==> src/rtl/dcache_ctrl_pkg.sv <==
// Shared definitions for the data-cache controller slice.
//   - DW_DEFAULT   : default data/address width
//   - MT_*         : memory access type encoding (11 behaves as word)
//   - cacheState_e : controller state encoding
//   - byteEnable() : store byte-lane mask from access type and byte offset
package dcache_ctrl_pkg;

  localparam int DW_DEFAULT = 32;

  localparam logic [1:0] MT_BYTE = 2'b00;
  localparam logic [1:0] MT_HALF = 2'b01;
  localparam logic [1:0] MT_WORD = 2'b10;

  typedef enum logic [1:0] {
    IDLE   = 2'd0,
    REFILL = 2'd1,
    WRITE  = 2'd2
  } cacheState_e;

  function automatic logic [3:0] byteEnable(input logic [1:0] memType,
                                            input logic [1:0] offset);
    case (memType)
      MT_BYTE: byteEnable = 4'b0001 << offset;
      MT_HALF: byteEnable = offset[1] ? 4'b1100 : 4'b0011;
      default: byteEnable = 4'b1111;
    endcase
  endfunction

endpackage

==> src/rtl/dcache_ctrl_load_extend.sv <==
// load_extend: picks the addressed byte/half out of a cached word and
// sign- or zero-extends it; words pass through unchanged.
// Ports:
//   word    in  DW  full aligned word
//   offset  in  2   byte offset within the word
//   memType in  2   MT_BYTE / MT_HALF / MT_WORD (11 = word)
//   memSign in  1   1 = sign-extend, 0 = zero-extend
//   extData out DW  extended result
module load_extend
  import dcache_ctrl_pkg::*;
#(
  parameter int DW = DW_DEFAULT
) (
  input  logic [DW-1:0] word,
  input  logic [1:0]    offset,
  input  logic [1:0]    memType,
  input  logic          memSign,
  output logic [DW-1:0] extData
);

  logic [7:0]  byteSel;
  logic [15:0] halfSel;

  always_comb begin
    case (offset)
      2'd0:    byteSel = word[7:0];
      2'd1:    byteSel = word[15:8];
      2'd2:    byteSel = word[23:16];
      default: byteSel = word[31:24];
    endcase
    // Misaligned halves fall back to the half selected by offset[1].
    halfSel = offset[1] ? word[31:16] : word[15:0];
    case (memType)
      MT_BYTE: extData = {{(DW-8){memSign & byteSel[7]}}, byteSel};
      MT_HALF: extData = {{(DW-16){memSign & halfSel[15]}}, halfSel};
      default: extData = word;
    endcase
  end

endmodule

==> src/rtl/dcache_ctrl.sv <==
// dcache_ctrl: direct-mapped, one-word-per-line, write-through /
// no-write-allocate data cache sitting in the memory stage of an in-order
// pipeline. Load hits complete in the same cycle; misses and all stores
// stall the pipeline while a single main-memory transaction completes.
// Optional build macro: DCACHE_STATS_EN adds load hit/miss counters.
// Ports:
//   clk, rst                       clock, synchronous active-high reset
//   req_valid_i/we_i/addr_i        memory-stage access, held while stalled
//   req_wdata_i/memtype_i/memsign_i store data, access size, load sign
//   rdata_o, stall_o, hit_o         load result, pipeline freeze, hit flag
//   mem_req_o/we_o/addr_o/wdata_o/be_o  main-memory request
//   mem_rdata_i, mem_ack_i          main-memory read data, completion pulse
//   hit_count_o, miss_count_o       (DCACHE_STATS_EN only) load statistics
module dcache_ctrl
  import dcache_ctrl_pkg::*;
#(
  parameter int DW   = DW_DEFAULT,
  parameter int SETS = 16
) (
  input  logic          clk,
  input  logic          rst,
  input  logic          req_valid_i,
  input  logic          req_we_i,
  input  logic [DW-1:0] req_addr_i,
  input  logic [DW-1:0] req_wdata_i,
  input  logic [1:0]    req_memtype_i,
  input  logic          req_memsign_i,
  output logic [DW-1:0] rdata_o,
  output logic          stall_o,
  output logic          hit_o,
  output logic          mem_req_o,
  output logic          mem_we_o,
  output logic [DW-1:0] mem_addr_o,
  output logic [DW-1:0] mem_wdata_o,
  output logic [3:0]    mem_be_o,
  input  logic [DW-1:0] mem_rdata_i,
  input  logic          mem_ack_i
`ifdef DCACHE_STATS_EN
  ,
  output logic [31:0]   hit_count_o,
  output logic [31:0]   miss_count_o
`endif
);

  localparam int IW = $clog2(SETS);
  localparam int TW = DW - IW - 2;

  cacheState_e state, stateNext;

  logic [SETS-1:0] validArr;
  logic [TW-1:0]   tagArr  [SETS];
  logic [DW-1:0]   dataArr [SETS];

  // One-cycle marker after a memory transaction completes: the frozen
  // pipeline still presents the finished access, which must not restart.
  logic doneQ;

  logic [DW-1:0] pendAddr;
  logic [DW-1:0] pendWdata;
  logic [1:0]    pendType;

  logic [IW-1:0] reqIdx, pendIdx;
  logic [TW-1:0] reqTag, pendTag;
  logic          lookupHit, pendHit;
  logic          loadHit, loadMiss, storeNew;
  logic [3:0]    pendBe;
  logic [DW-1:0] pendRep;
  logic [DW-1:0] loadExt;

  assign reqIdx  = req_addr_i[IW+1:2];
  assign reqTag  = req_addr_i[DW-1:IW+2];
  assign pendIdx = pendAddr[IW+1:2];
  assign pendTag = pendAddr[DW-1:IW+2];

  assign lookupHit = validArr[reqIdx] && (tagArr[reqIdx] == reqTag);
  assign pendHit   = validArr[pendIdx] && (tagArr[pendIdx] == pendTag);

  assign loadHit  = (state == IDLE) && req_valid_i && !req_we_i && lookupHit;
  assign loadMiss = (state == IDLE) && req_valid_i && !req_we_i && !lookupHit;
  assign storeNew = (state == IDLE) && req_valid_i && req_we_i && !doneQ;

  assign pendBe = byteEnable(pendType, pendAddr[1:0]);

  // Store data replicated into every lane so memory can pick by byte enable.
  always_comb begin
    case (pendType)
      MT_BYTE: pendRep = {(DW/8){pendWdata[7:0]}};
      MT_HALF: pendRep = {(DW/16){pendWdata[15:0]}};
      default: pendRep = pendWdata;
    endcase
  end

  load_extend #(.DW(DW)) uLoadExtend (
    .word    (dataArr[reqIdx]),
    .offset  (req_addr_i[1:0]),
    .memType (req_memtype_i),
    .memSign (req_memsign_i),
    .extData (loadExt)
  );

  assign rdata_o     = loadHit ? loadExt : '0;
  assign hit_o       = (state == IDLE) && req_valid_i && lookupHit;
  assign mem_addr_o  = {pendAddr[DW-1:2], 2'b00};
  assign mem_wdata_o = pendRep;

  always_comb begin
    stateNext = state;
    stall_o   = 1'b0;
    mem_req_o = 1'b0;
    mem_we_o  = 1'b0;
    mem_be_o  = 4'b0000;
    case (state)
      IDLE: begin
        if (storeNew) begin
          stall_o   = 1'b1;
          stateNext = WRITE;
        end else if (loadMiss) begin
          stall_o   = 1'b1;
          stateNext = REFILL;
        end
      end
      REFILL: begin
        stall_o   = 1'b1;
        mem_req_o = 1'b1;
        if (mem_ack_i) stateNext = IDLE;
      end
      WRITE: begin
        stall_o   = 1'b1;
        mem_req_o = 1'b1;
        mem_we_o  = 1'b1;
        mem_be_o  = pendBe;
        if (mem_ack_i) stateNext = IDLE;
      end
      default: stateNext = IDLE;
    endcase
  end

  // Control state: FSM, valid bits, completion marker
  always_ff @(posedge clk) begin
    if (rst) begin
      state    <= IDLE;
      validArr <= '0;
      doneQ    <= 1'b0;
    end else begin
      state <= stateNext;
      doneQ <= (state != IDLE) && mem_ack_i;
      if (state == REFILL && mem_ack_i) validArr[pendIdx] <= 1'b1;
    end
  end

  // Request capture and line storage; blocked while reset is asserted so an
  // abandoned transaction never touches the array
  always_ff @(posedge clk) begin
    if (!rst) begin
      if (state == IDLE && req_valid_i) begin
        pendAddr  <= req_addr_i;
        pendWdata <= req_wdata_i;
        pendType  <= req_memtype_i;
      end
      if (state == REFILL && mem_ack_i) begin
        dataArr[pendIdx] <= mem_rdata_i;
        tagArr[pendIdx]  <= pendTag;
      end
      if (state == WRITE && mem_ack_i && pendHit) begin
        for (int b = 0; b < 4; b++) begin
          if (pendBe[b]) dataArr[pendIdx][8*b +: 8] <= pendRep[8*b +: 8];
        end
      end
    end
  end

`ifdef DCACHE_STATS_EN
  logic [31:0] hitCnt, missCnt;

  // Replayed load after a refill belongs to the miss, not a new hit
  always_ff @(posedge clk) begin
    if (rst) begin
      hitCnt  <= 32'd0;
      missCnt <= 32'd0;
    end else begin
      if (loadHit && !doneQ) hitCnt <= hitCnt + 32'd1;
      if (state == REFILL && mem_ack_i) missCnt <= missCnt + 32'd1;
    end
  end

  assign hit_count_o  = hitCnt;
  assign miss_count_o = missCnt;
`endif

endmodule

==> config.mk <==
export PLATFORM = sky130hd
export DESIGN_NAME = dcache_ctrl
export DESIGN_NICKNAME = d
export VERILOG_FILES = /design/src/rtl/dcache_ctrl_pkg.sv /design/src/rtl/dcache_ctrl_load_extend.sv /design/src/rtl/dcache_ctrl.sv
export SDC_FILE = /design/constraint.sdc
export NUM_CORES = 1
export LEC_CHECK = 0
export BUFFER_PORTS_ARGS = -buffer_cell sky130_fd_sc_hd__buf_2
export CORE_ASPECT_RATIO = 2
export CORE_UTILIZATION = 35
export DETAILED_ROUTE_END_ITERATION = 10
export REMOVE_ABC_BUFFERS = 1
export SLEW_MARGIN = 25
export SYNTH_ARGS = -nofsm -noshare
export SYNTH_HDL_FRONTEND = slang
export SYNTH_SLANG_ARGS = --single-unit
==> constraint.sdc <==
create_clock -name clk -period 6.1 [get_ports clk]
set_clock_uncertainty 0.15 [all_clocks]
set_input_delay 0.915 -clock clk [delete_from_list [all_inputs] [get_ports clk]]
set_output_delay 0.915 -clock clk [all_outputs]
set_load 0.02 [all_outputs]
==> results.ini, run 1 <==
[setup_path]
reg2regPathDepth = 11
end_kind = primary output
crit_path_top_delay_cell = mux4_2
crit_chain = buf_8 -> buf_4 -> mux4_2 -> mux2i_1 -> xnor2_1 -> o41ai_2 -> buf_4 -> and4b_1 -> and3_1 -> buf_4 -> o311a_1 -> buf_2
crit_buf_inv = 5
rrSetupSlack_ns = 1.45
worstPathRequired_ns = 5.03
crit_type = input pin to primary output
crit_family = buffers and inverters
slowest_delay_ns = 0.53
crit_path_start_kind = input pin
r2r_end = dataArr[15][14]
worstPathArrival_ns = 4.73
critPathMaxFanout = 63
crit_path_frequent_cell = buf_4

[clock_tree]
ctsLongestPathBuffers = 3
clk_pin_slew_ns = 0.06
cts_hold_buffers = 0
cts_max_level = 3
cts_tree = done
cts_buffers = 92
cts_num_sinks = 1017
post_cts_buffers = 0
clockRootBuffer = clkbuf_16
clk_latency_ns = 0.72

[yosys]
synth_cell_types = 63
synthCells = 2207
yosysSeqAreaShare_pct = 68.1
synthTopCellsByArea = edfxtp_1 67%, mux4_2 19%, mux2i_1 2.3%
synth_ff_type = edfxtp_1
synth_edf_count = 994
mappedNetlistArea_mm2 = 0.0445
postSynthAreaPerCell_um2 = 20.2
ys_ff_latch = 1017
async_reset_ff_share_pct = 0
yosysTopAreaCell = edfxtp_1
yosys.area.top_type_share_pct = 67.0
yosys_warnings = 0

[cells_and_area]
area_delta_synth_final_pct = 14.4
layout_common_cells = 994 x edfxtp_1, 377 x mux4_2, 202 x buf_2
drive_above_1_share_pct = 37.5
fin_area_mm2 = 0.0509
mostFrequentLayoutCell = edfxtp_1
layout.nets = 2582
ff_latch_area_mm2 = 0.0303
multiInputGateArea_mm2 = 0.0133
num-fill-cells = 11086

[routing]
antenna_left = 0
drt-pass1-iter-count = 5
drc_errors = 0
vias = 23383
wl_um = 124000
routed_via_density = 5.55
wl_per_cell_um = 29.5
drt_iter0_drc = 2196

[global_routing]
grt_usage_pct = 19.4
grt_max_degree = 81
grt_overflow_total = 0
antenna_found_initial = 3
grt_pass1_vias = 24832
grt_pass1_wl_um = 176000

[power_and_ir_drop]
p_int_w = 0.0114
power_switching_w = 0.00335
switching_share_pct = 22.8
combPwrFrac_pct = 8.3
p_per_area_mw_per_mm2 = 289
vdd_drop_max_mv = 0.186
power_frac_clock_pct = 38.6
pwr-share-seq_pct = 53.1
leakage_nw = 16.7

[place]
place_ws_ns = 0.0462
hpwl_um = 84800
place_area_mm2 = 0.0480
globalplace.congestion = 0.823
io_buffer_count = 205

[sta]
setup_viol = 0
fin_crit_ns = 5.80
worst_slack_ns = 0.305
hold_viol = 0
rsz0062_at_grt = false
fmax_ghz = 0.173
min_period_over_period_pct = 95.0
tightest_slew_ns = 0.958
relSlewSlack_pct = 36.0
maxSlewViolCount = 0

[die]
fp-row-count = 184
coreArea_mm2 = 0.126
io_pins = 208
die_y_um = 506
dieArea_mm2 = 0.129
initial_utilization_pct = 35.4
dieWidth_um = 254

[job]
cap_violations = 0

[min_path]
whs_path_depth = 1
worstHoldStart = req_wdata_i[15]
hold_class = input pin to register
holdPathEnd = pendWdata[15]

[run_status]
status = finished, final reports clean

-- per-stage QoR --
step / cells / util [%] / hold slack [ns] / TNS (ns) / power, W
2_1_floorplan: 2030 / - / 0.288 / -1660.37 / 0.00865
3_3_place_gp: 4053 / 38.1 / 0.298 / 0 / 0.00917
3_5_place_dp: 4054 / 38.1 / 0.309 / 0 / 0.00919
4_1_cts: 4212 / 40.4 / 0.195 / 0 / 0.0148
5_1_grt: 4213 / 40.4 / 0.226 / 0 / 0.0151
6_report: 4213 / 40.4 / 0.247 / 0 / 0.0147
-- layer usage --
metal	vias to the layer above	share of wire [%]	GRT usage, %
li1	9749	-	-
met1	12457	34	20.3
met2	913	55	36.5
met3	260	5.2	2.85
met4	4	5.6	10.8
met5	-	0.019	0
-- what timing repair did --
item / 4_1_cts / 5_1_grt
endpoints found under the hold margin: 0 / 0
endpoints found under the setup margin: 0 / 16
gates resized for setup: 0 / 2
-- logic make-up (layout without fill, tap and decap cells) --
logic type	after synthesis	count (layout)	share of synthesized area, %
buffers and inverters	202	532	2.48
flip-flops	1017	1017	68.1
adder cells (fa/ha/maj)	4	4	0.112
multiplexers	541	541	23.0
XOR/XNOR	56	56	1.10
other	1	3	0.00842
AND/OR/NAND/NOR	186	186	2.27
AO/OA/AOI/OAI	200	200	2.93
-- synth_stat cells, drive strengths merged (5+ instances only) --
cell type,count
and3,5
a211oi,6
a22oi,12
nand2,33
nand4,13
dfxtp,23
xor2,17
nand3,10
a21o,17
clkbuf,48
buf,130
xnor2,39
nand2b,10
a21oi,97
o221a,7
o21ai,14
mux2,62
nor2,56
o311a,7
nor2b,31
a22o,11
mux2i,102
nor3,7
mux4,377
edfxtp,994
a221oi,5
inv,22
-- layout make-up --
cell class	count	area share, %
Clock inverter	42	0.835
Clock buffer	116	4.78
Antenna cell	1	0.00491
Tap cell	1674	4.11
Multi-Input combinational cell	989	26.1
Timing Repair Buffer	350	4.46
Sequential cell	1017	59.6
Inverter	24	0.177
-- flip-flops by register name, indices dropped and copies added (netlist names), named ones only --
register	count
state	2
dataArr	512
pendWdata	32
validArr	16
tagArr	416
pendAddr	32
doneQ	1
pendType	2
-- power groups by stage --
stage                     registers [W]  clock network (W)  logic, W
after floorplan                 0.00797                  0  0.000674
after global placement          0.00796                  0   0.00121
after detailed placement        0.00797                  0   0.00123
after CTS                       0.00782            0.00579   0.00123
after global routing            0.00782            0.00600   0.00129
final                           0.00782            0.00568   0.00122
-- worst reg2reg max path, cell delays in order, from the launching register on --
cell and delay, ns:
dfxtp_4 0.72, buf_12 0.31, mux4_2 0.57, mux4_2 0.50
xnor2_1 0.46, nand4_1 0.32, nor4_4 0.21, buf_4 0.21
nand4_2 0.10, buf_4 0.31, a21oi_1 0.26, buf_4 0.24
-- worst max-delay path by stage --
stage / end / startpoint / slack (ns) / depth (start not counted)
finish: rdata_o[13] / req_addr_i[2] / 0.30 / 12
detailed placement: stall_o / req_addr_i[2] / 0.05 / 12
CTS: stall_o / req_addr_i[2] / 0.02 / 12
global placement: stall_o / req_addr_i[2] / 0.04 / 12
floorplan: dataArr[0][0] / register / -1.73 / 7
global route: rdata_o[6] / req_addr_i[2] / 0.17 / 12
Note: power is estimated with default switching activity, not from simulation.
==> inputs of run 2 (changes only) <==
Settings changed: MAX_ROUTING_LAYER from default to met4.
==> run 2 against run 1 <==
  * Sequential power hardly changed
  * Clock power hardly changed
  * Final cell count hardly changed
  * Global-route usage is 0.59 points higher
  * Worst setup slack better by 0.0040 ns
  * First-iteration DRC count is 3.5% lower
  * Non-clock buffer count stayed put
  * Sequential share of layout area hardly changed
==> results.ini, run 2 (same netlist as run 1, synthesis figures left out) <==
[run_status]
status = finished, final reports clean  ; unchanged

[place]
place_area_mm2 = 0.0480  ; unchanged
io_buffer_count = 205  ; unchanged
globalplace.congestion = 0.835  ; was 0.823
hpwl_um = 84800  ; unchanged

[routing]
antenna_left = 0  ; unchanged
wl_um = 124000  ; about the same
wl_per_cell_um = 29.5  ; about the same
drc_errors = 0  ; unchanged
routed_via_density = 5.54  ; was 5.55
drt-pass1-iter-count = 8  ; was 5
vias = 23339  ; was 23,383
drt_iter0_drc = 2119  ; was 2,196

[die]
die_y_um = 506  ; unchanged
dieArea_mm2 = 0.129  ; unchanged
fp-row-count = 184  ; unchanged
initial_utilization_pct = 35.4  ; unchanged
dieWidth_um = 254  ; unchanged
coreArea_mm2 = 0.126  ; unchanged
io_pins = 208  ; unchanged

[clock_tree]
cts_hold_buffers = 0  ; unchanged
clk_pin_slew_ns = 0.06  ; about the same
ctsLongestPathBuffers = 3  ; unchanged
cts_tree = done  ; unchanged
post_cts_buffers = 0  ; unchanged
cts_buffers = 92  ; unchanged
cts_max_level = 3  ; unchanged
cts.repair.resized = 0  ; unchanged
clockRootBuffer = clkbuf_16  ; unchanged
cts_num_sinks = 1017  ; unchanged
clk_latency_ns = 0.72  ; about the same

[cells_and_area]
reg_top3 = dataArr x512, tagArr x416  ; unchanged
num-fill-cells = 11084  ; was 11,086
area_delta_synth_final_pct = 14.4  ; about the same
regMostFlops = dataArr  ; unchanged
post-route-util_pct = 40.4  ; about the same
layout_common_cells = 994 x edfxtp_1, 377 x mux4_2, 202 x buf_2  ; unchanged
drive_above_1_share_pct = 37.5  ; unchanged
ff_latch_area_mm2 = 0.0303  ; unchanged
fin_area_mm2 = 0.0509  ; about the same
multiInputGateArea_mm2 = 0.0133  ; unchanged
largest_reg_flops = 512  ; unchanged
layout.nets = 2582  ; unchanged
mostFrequentLayoutCell = edfxtp_1  ; unchanged

[global_routing]
grt_max_degree = 81  ; unchanged
grt_overflow_total = 0  ; unchanged
antenna_found_initial = 3  ; unchanged
grt_pass1_wl_um = 176000  ; about the same
grt_pass1_vias = 24790  ; was 24,832
grt_usage_pct = 20.0  ; was 19.4%

[sta]
finalSetupTns_ns = 0  ; unchanged
fin_crit_ns = 5.79  ; was 5.80 ns
whs_ns = 0.245  ; was 0.247 ns
min_period_over_period_pct = 94.9  ; was 95.0%
maxSlewViolCount = 0  ; unchanged
setup_viol = 0  ; unchanged
tightest_slew_ns = 0.973  ; was 0.958 ns
relSlewSlack_pct = 35.0  ; was 36.0%
rsz0062_at_grt = false  ; unchanged
hold_viol = 0  ; unchanged
fmax_ghz = 0.173  ; about the same

[setup_path]
end_kind = primary output  ; unchanged
slowest_delay_ns = 0.55  ; was 0.53 ns
worstPathArrival_ns = 4.73  ; about the same
crit_path_start_kind = input pin  ; unchanged
worstPathRequired_ns = 5.03  ; about the same
crit_type = input pin to primary output  ; unchanged
crit_path_top_delay_cell = o41ai_2  ; was mux4_2
critPathMaxFanout = 63  ; unchanged
crit_chain = buf_8 -> buf_4 -> mux4_2 -> mux2i_1 -> xnor2_1 -> o41ai_2 -> buf_4 -> and4b_1 -> and3_1 -> buf_4 -> o311a_1 -> buf_2  ; unchanged
crit_path_frequent_cell = buf_4  ; unchanged

[min_path]
hold_class = input pin to register  ; unchanged

[power_and_ir_drop]
vdd_drop_max_mv = 0.187  ; was 0.186 mV
leakage_nw = 16.7  ; unchanged
finalPower_w = 0.0147  ; about the same
p_per_area_mw_per_mm2 = 289  ; about the same

[job]
cap_violations = 0  ; unchanged

run 2: final timing paths:
check / startpoint / to / slack (ns) / depth (start not counted)
worst min register to register: validArr[11] / validArr[11] / 0.32 / 1
worst max-delay path: req_addr_i[2] / rdata_o[13] / 0.31 / 12
worst max register to register: register / dataArr[6][15] / 1.43 / 10
worst min-delay path: req_wdata_i[9] / pendWdata[9] / 0.25 / 1
run 2: critical path, delay by kind of cell:
family	cells	cell delay (ns)
buf+inv	5	1.38
compound gates	2	0.76
mux	2	0.73
simple gates	2	0.64
xor+xnor	1	0.10
run 2: power by group:
part	switching, W	leakage [nW]	internal, W
clock network	0.00256	1.39	0.00312
registers	0.000107	9.14	0.00771
logic	0.000683	6.17	0.000534
run 2: metal layers:
layer / global-route usage [%] / wire length [µm] / part of all wire, %
met1: 20.3 / 42100 / 34
met3: 2.70 / 6460 / 5.2
met5: - / 0 / 0
met2: 36.9 / 69400 / 56
met4: 10.1 / 6300 / 5.1
run 2: final cells by class:
class / count / area share (%)
antenna: 3 / 0.0147
clock buffer: 116 / 4.78
clock inverter: 42 / 0.835
inverter: 24 / 0.177
multi-input combinational: 989 / 26.1
sequential: 1017 / 59.5
tap: 1674 / 4.11
timing repair buffer: 350 / 4.46
run 2: per-stage QoR:
step                      cells  worst slack, ns
after detailed placement   4054           0.0462
final                      4215            0.309
after floorplan            2030            -1.73
after global routing       4215            0.169
after CTS                  4212           0.0248
after global placement     4053           0.0406
==> inputs of run 3 (changes only) <==
Settings changed: CORE_MARGIN from default to 2, RECOVER_POWER from default to 50.
==> run 3 against run 2 <==
  * The run now ends with capacitance limit, slew limit left
  * Hold slack better by 0.0061 ns
  * Critical path depth unchanged
  * Global-route usage decreased by 0.066 points
  * Total power grew 1.7%
  * Die area is 1.2% higher
  * First-iteration DRC count down 9.3%
  * Flip-flop and latch count did not move
  * Via count shrank 0.77%
  * Routed wire length rose by 1.6%
  * Critical endpoint is now stall_o
==> results.ini, run 3 (same netlist as run 1, synthesis figures left out) <==
[run_status]
status = complete, but fails checks  ; was finished, final reports clean
violations = capacitance limit, slew limit

[global_routing]
grt_overflow_total = 0  ; unchanged
grt_max_degree = 81  ; unchanged
grt_pass1_wl_um = 179000  ; was 176,000 µm
use_met1_pct = 19.6  ; was 20.3%
busiest_layer = met2  ; unchanged
grt_usage_pct = 19.9  ; was 20.0%
grtUsageMet3_pct = 2.96  ; was 2.70%
grt_pass1_vias = 25030  ; was 24,790
antenna_found_initial = 6  ; was 3
grt_use_met2_pct = 37.7  ; was 36.9%

[setup_path]
crit_buf_inv = 5  ; unchanged
rrSetupSlack_ns = 0.70  ; was 1.43 ns
slowest_delay_ns = 0.74  ; was 0.55 ns
worstPathRequired_ns = 5.03  ; about the same
end_kind = primary output  ; unchanged
crit_family = buffers and inverters  ; unchanged
critPathMaxFanout = 50  ; was 63
r2r_end = tagArr[14][20]  ; was dataArr[6][15]
reg2regPathDepth = 5  ; was 10
crit_type = input pin to primary output  ; unchanged
crit_path_top_delay_cell = o41ai_1  ; was o41ai_2
r2r-start = state[1]
crit_chain = buf_8 -> buf_4 -> mux4_2 -> mux2i_1 -> xnor2_1 -> o41ai_1 -> clkbuf_1 -> nor3b_1 -> nor4b_1 -> buf_4 -> o41ai_1 -> buf_2  ; was buf_8 -> buf_4 -> mux4_2 -> mux2i_1 -> xnor2_1 -> o41ai_2 -> buf_4 -> and4b_1 -> and3_1 -> buf_4 -> o311a_1 -> buf_2
crit_path_start_kind = input pin  ; unchanged
worstPathArrival_ns = 4.48  ; was 4.73 ns

[power_and_ir_drop]
leakage_nw = 16.5  ; was 16.7 nW
vdd_drop_max_mv = 0.236  ; was 0.187 mV
p_per_area_mw_per_mm2 = 294  ; was 289 mW/mm²

[cells_and_area]
regMostFlops = dataArr  ; unchanged
stdcell_count = 4229  ; was 4,215
reg_top3 = dataArr x512, tagArr x416  ; unchanged
largest_reg_flops = 512  ; unchanged
layout.nets = 2580  ; was 2,582
area_delta_synth_final_pct = 14.2  ; was 14.4%
mostFrequentLayoutCell = edfxtp_1  ; unchanged
post-route-util_pct = 40.2  ; was 40.4%
drive_above_1_share_pct = 33.2  ; was 37.5%
layout_common_cells = 994 x edfxtp_1, 377 x mux4_2, 118 x buf_2  ; was 994 x edfxtp_1, 377 x mux4_2, 202 x buf_2

[sta]
fin_crit_ns = 5.54  ; was 5.79 ns
rsz0062_at_grt = false  ; unchanged
tightest_slew_ns = 3.16  ; was 0.973 ns
maxSlewViolCount = 479  ; was 0
relSlewSlack_pct = -111  ; was 35.0%
worst_slack_ns = 0.557  ; was 0.309 ns
hold_viol = 0  ; unchanged
setup_viol = 0  ; unchanged
finalSetupTns_ns = 0  ; unchanged
min_period_over_period_pct = 90.9  ; was 94.9%
fmax_ghz = 0.180  ; was 0.173 GHz

[place]
place_ws_ns = 0.564  ; was 0.0462 ns
dp_cells = 4062  ; was 4,054
hpwl_um = 87300  ; was 84,800 µm
io_buffer_count = 205  ; unchanged
globalplace.congestion = 0.922  ; was 0.835

[die]
coreArea_mm2 = 0.127  ; was 0.126 mm²
io_pins = 208  ; unchanged
die_y_um = 508  ; was 506 µm
fp-row-count = 185  ; was 184
dieWidth_um = 256  ; was 254 µm
initial_utilization_pct = 35.2  ; was 35.4%
dieArea_mm2 = 0.130  ; was 0.129 mm²

[clock_tree]
clockRootBuffer = clkbuf_16  ; unchanged
post_cts_buffers = 0  ; unchanged
cts_tree = done  ; unchanged
cts_num_sinks = 1017  ; unchanged
ctsLongestPathBuffers = 3  ; unchanged
cts_max_level = 3  ; unchanged
cts_buffers = 91  ; was 92
cts.repair.resized = 0  ; unchanged
cts_hold_buffers = 0  ; unchanged
clk_latency_ns = 0.71  ; was 0.72 ns
clk_pin_slew_ns = 0.07  ; was 0.06 ns

[routing]
drc_errors = 0  ; unchanged
drt_iter0_drc = 1922  ; was 2,119
wl_um = 126000  ; was 124,000 µm
wl_per_cell_um = 29.8  ; was 29.5 µm
drt-pass1-iter-count = 5  ; was 8
antenna_left = 0  ; unchanged
vias = 23160  ; was 23,339
routed_via_density = 5.48  ; was 5.54

[min_path]
worstHoldStart = req_wdata_i[26]  ; was req_wdata_i[9]
holdPathEnd = pendWdata[26]  ; was pendWdata[9]
whs_path_depth = 1  ; unchanged
hold_class = input pin to register  ; unchanged

[job]
cap_violations = 26  ; was 0

run 3: changes by cell type in the layout (fill, tap and decap cells not counted), sizes merged:
cell and change:
clkinv +1, diode +3, bufinv +4, clkbuf +91, clkinvlp +5, inv +7, buf -106
run 3: power by group:
group	switching (W)	internal, W
logic	0.000692	0.000522
registers	0.0000998	0.00771
clock network	0.00263	0.00331
total	0.00342	0.0115
run 3: worst register-to-register path, stage by stage (launching register included):
cell and delay [ns]:
dfxtp_1 0.37, inv_1 0.13, ha_1 0.17, nand2_2 0.77, nor2_1 2.47, clkbuf_1 0.92
run 3: how the worst max path moves through the flow:
stage                              from            end  slack, ns  cells after the start
after floorplan                register  dataArr[0][0]      -1.73                      7
after global placement    req_addr_i[2]        stall_o       0.61                     12
after detailed placement  req_addr_i[2]    rdata_o[17]       0.56                     12
after CTS                 req_addr_i[2]    rdata_o[17]       0.56                     12
after global routing      req_addr_i[2]    rdata_o[31]       0.28                     12
final                     req_addr_i[2]        stall_o       0.56                     12
run 3: metrics by stage:
step,hold slack (ns),cell area [µm²],total power [W]
after floorplan,0.288,43500,0.00865
after global placement,0.296,48100,0.00918
after detailed placement,0.314,48100,0.00920
after CTS,0.201,51100,0.0151
after global routing,0.227,50900,0.0154
final,0.252,50900,0.0150
run 3: layer usage:
metal  part of all wire (%)  up-vias
met5                      0        -
met4                    5.4        0
met3                    5.2      265
met2                     56      807
met1                     33    12325
li1                       -     9763
run 3: layout make-up:
class,instances,area (µm²)
Fill cell,11242,75800
Sequential cell,1017,30300
Multi-Input combinational cell,989,13100
Clock buffer,102,2380
Timing Repair Buffer,349,2130
Tap cell,1683,2110
Clock inverter,59,674
Inverter,24,90.1
Antenna cell,6,15.0
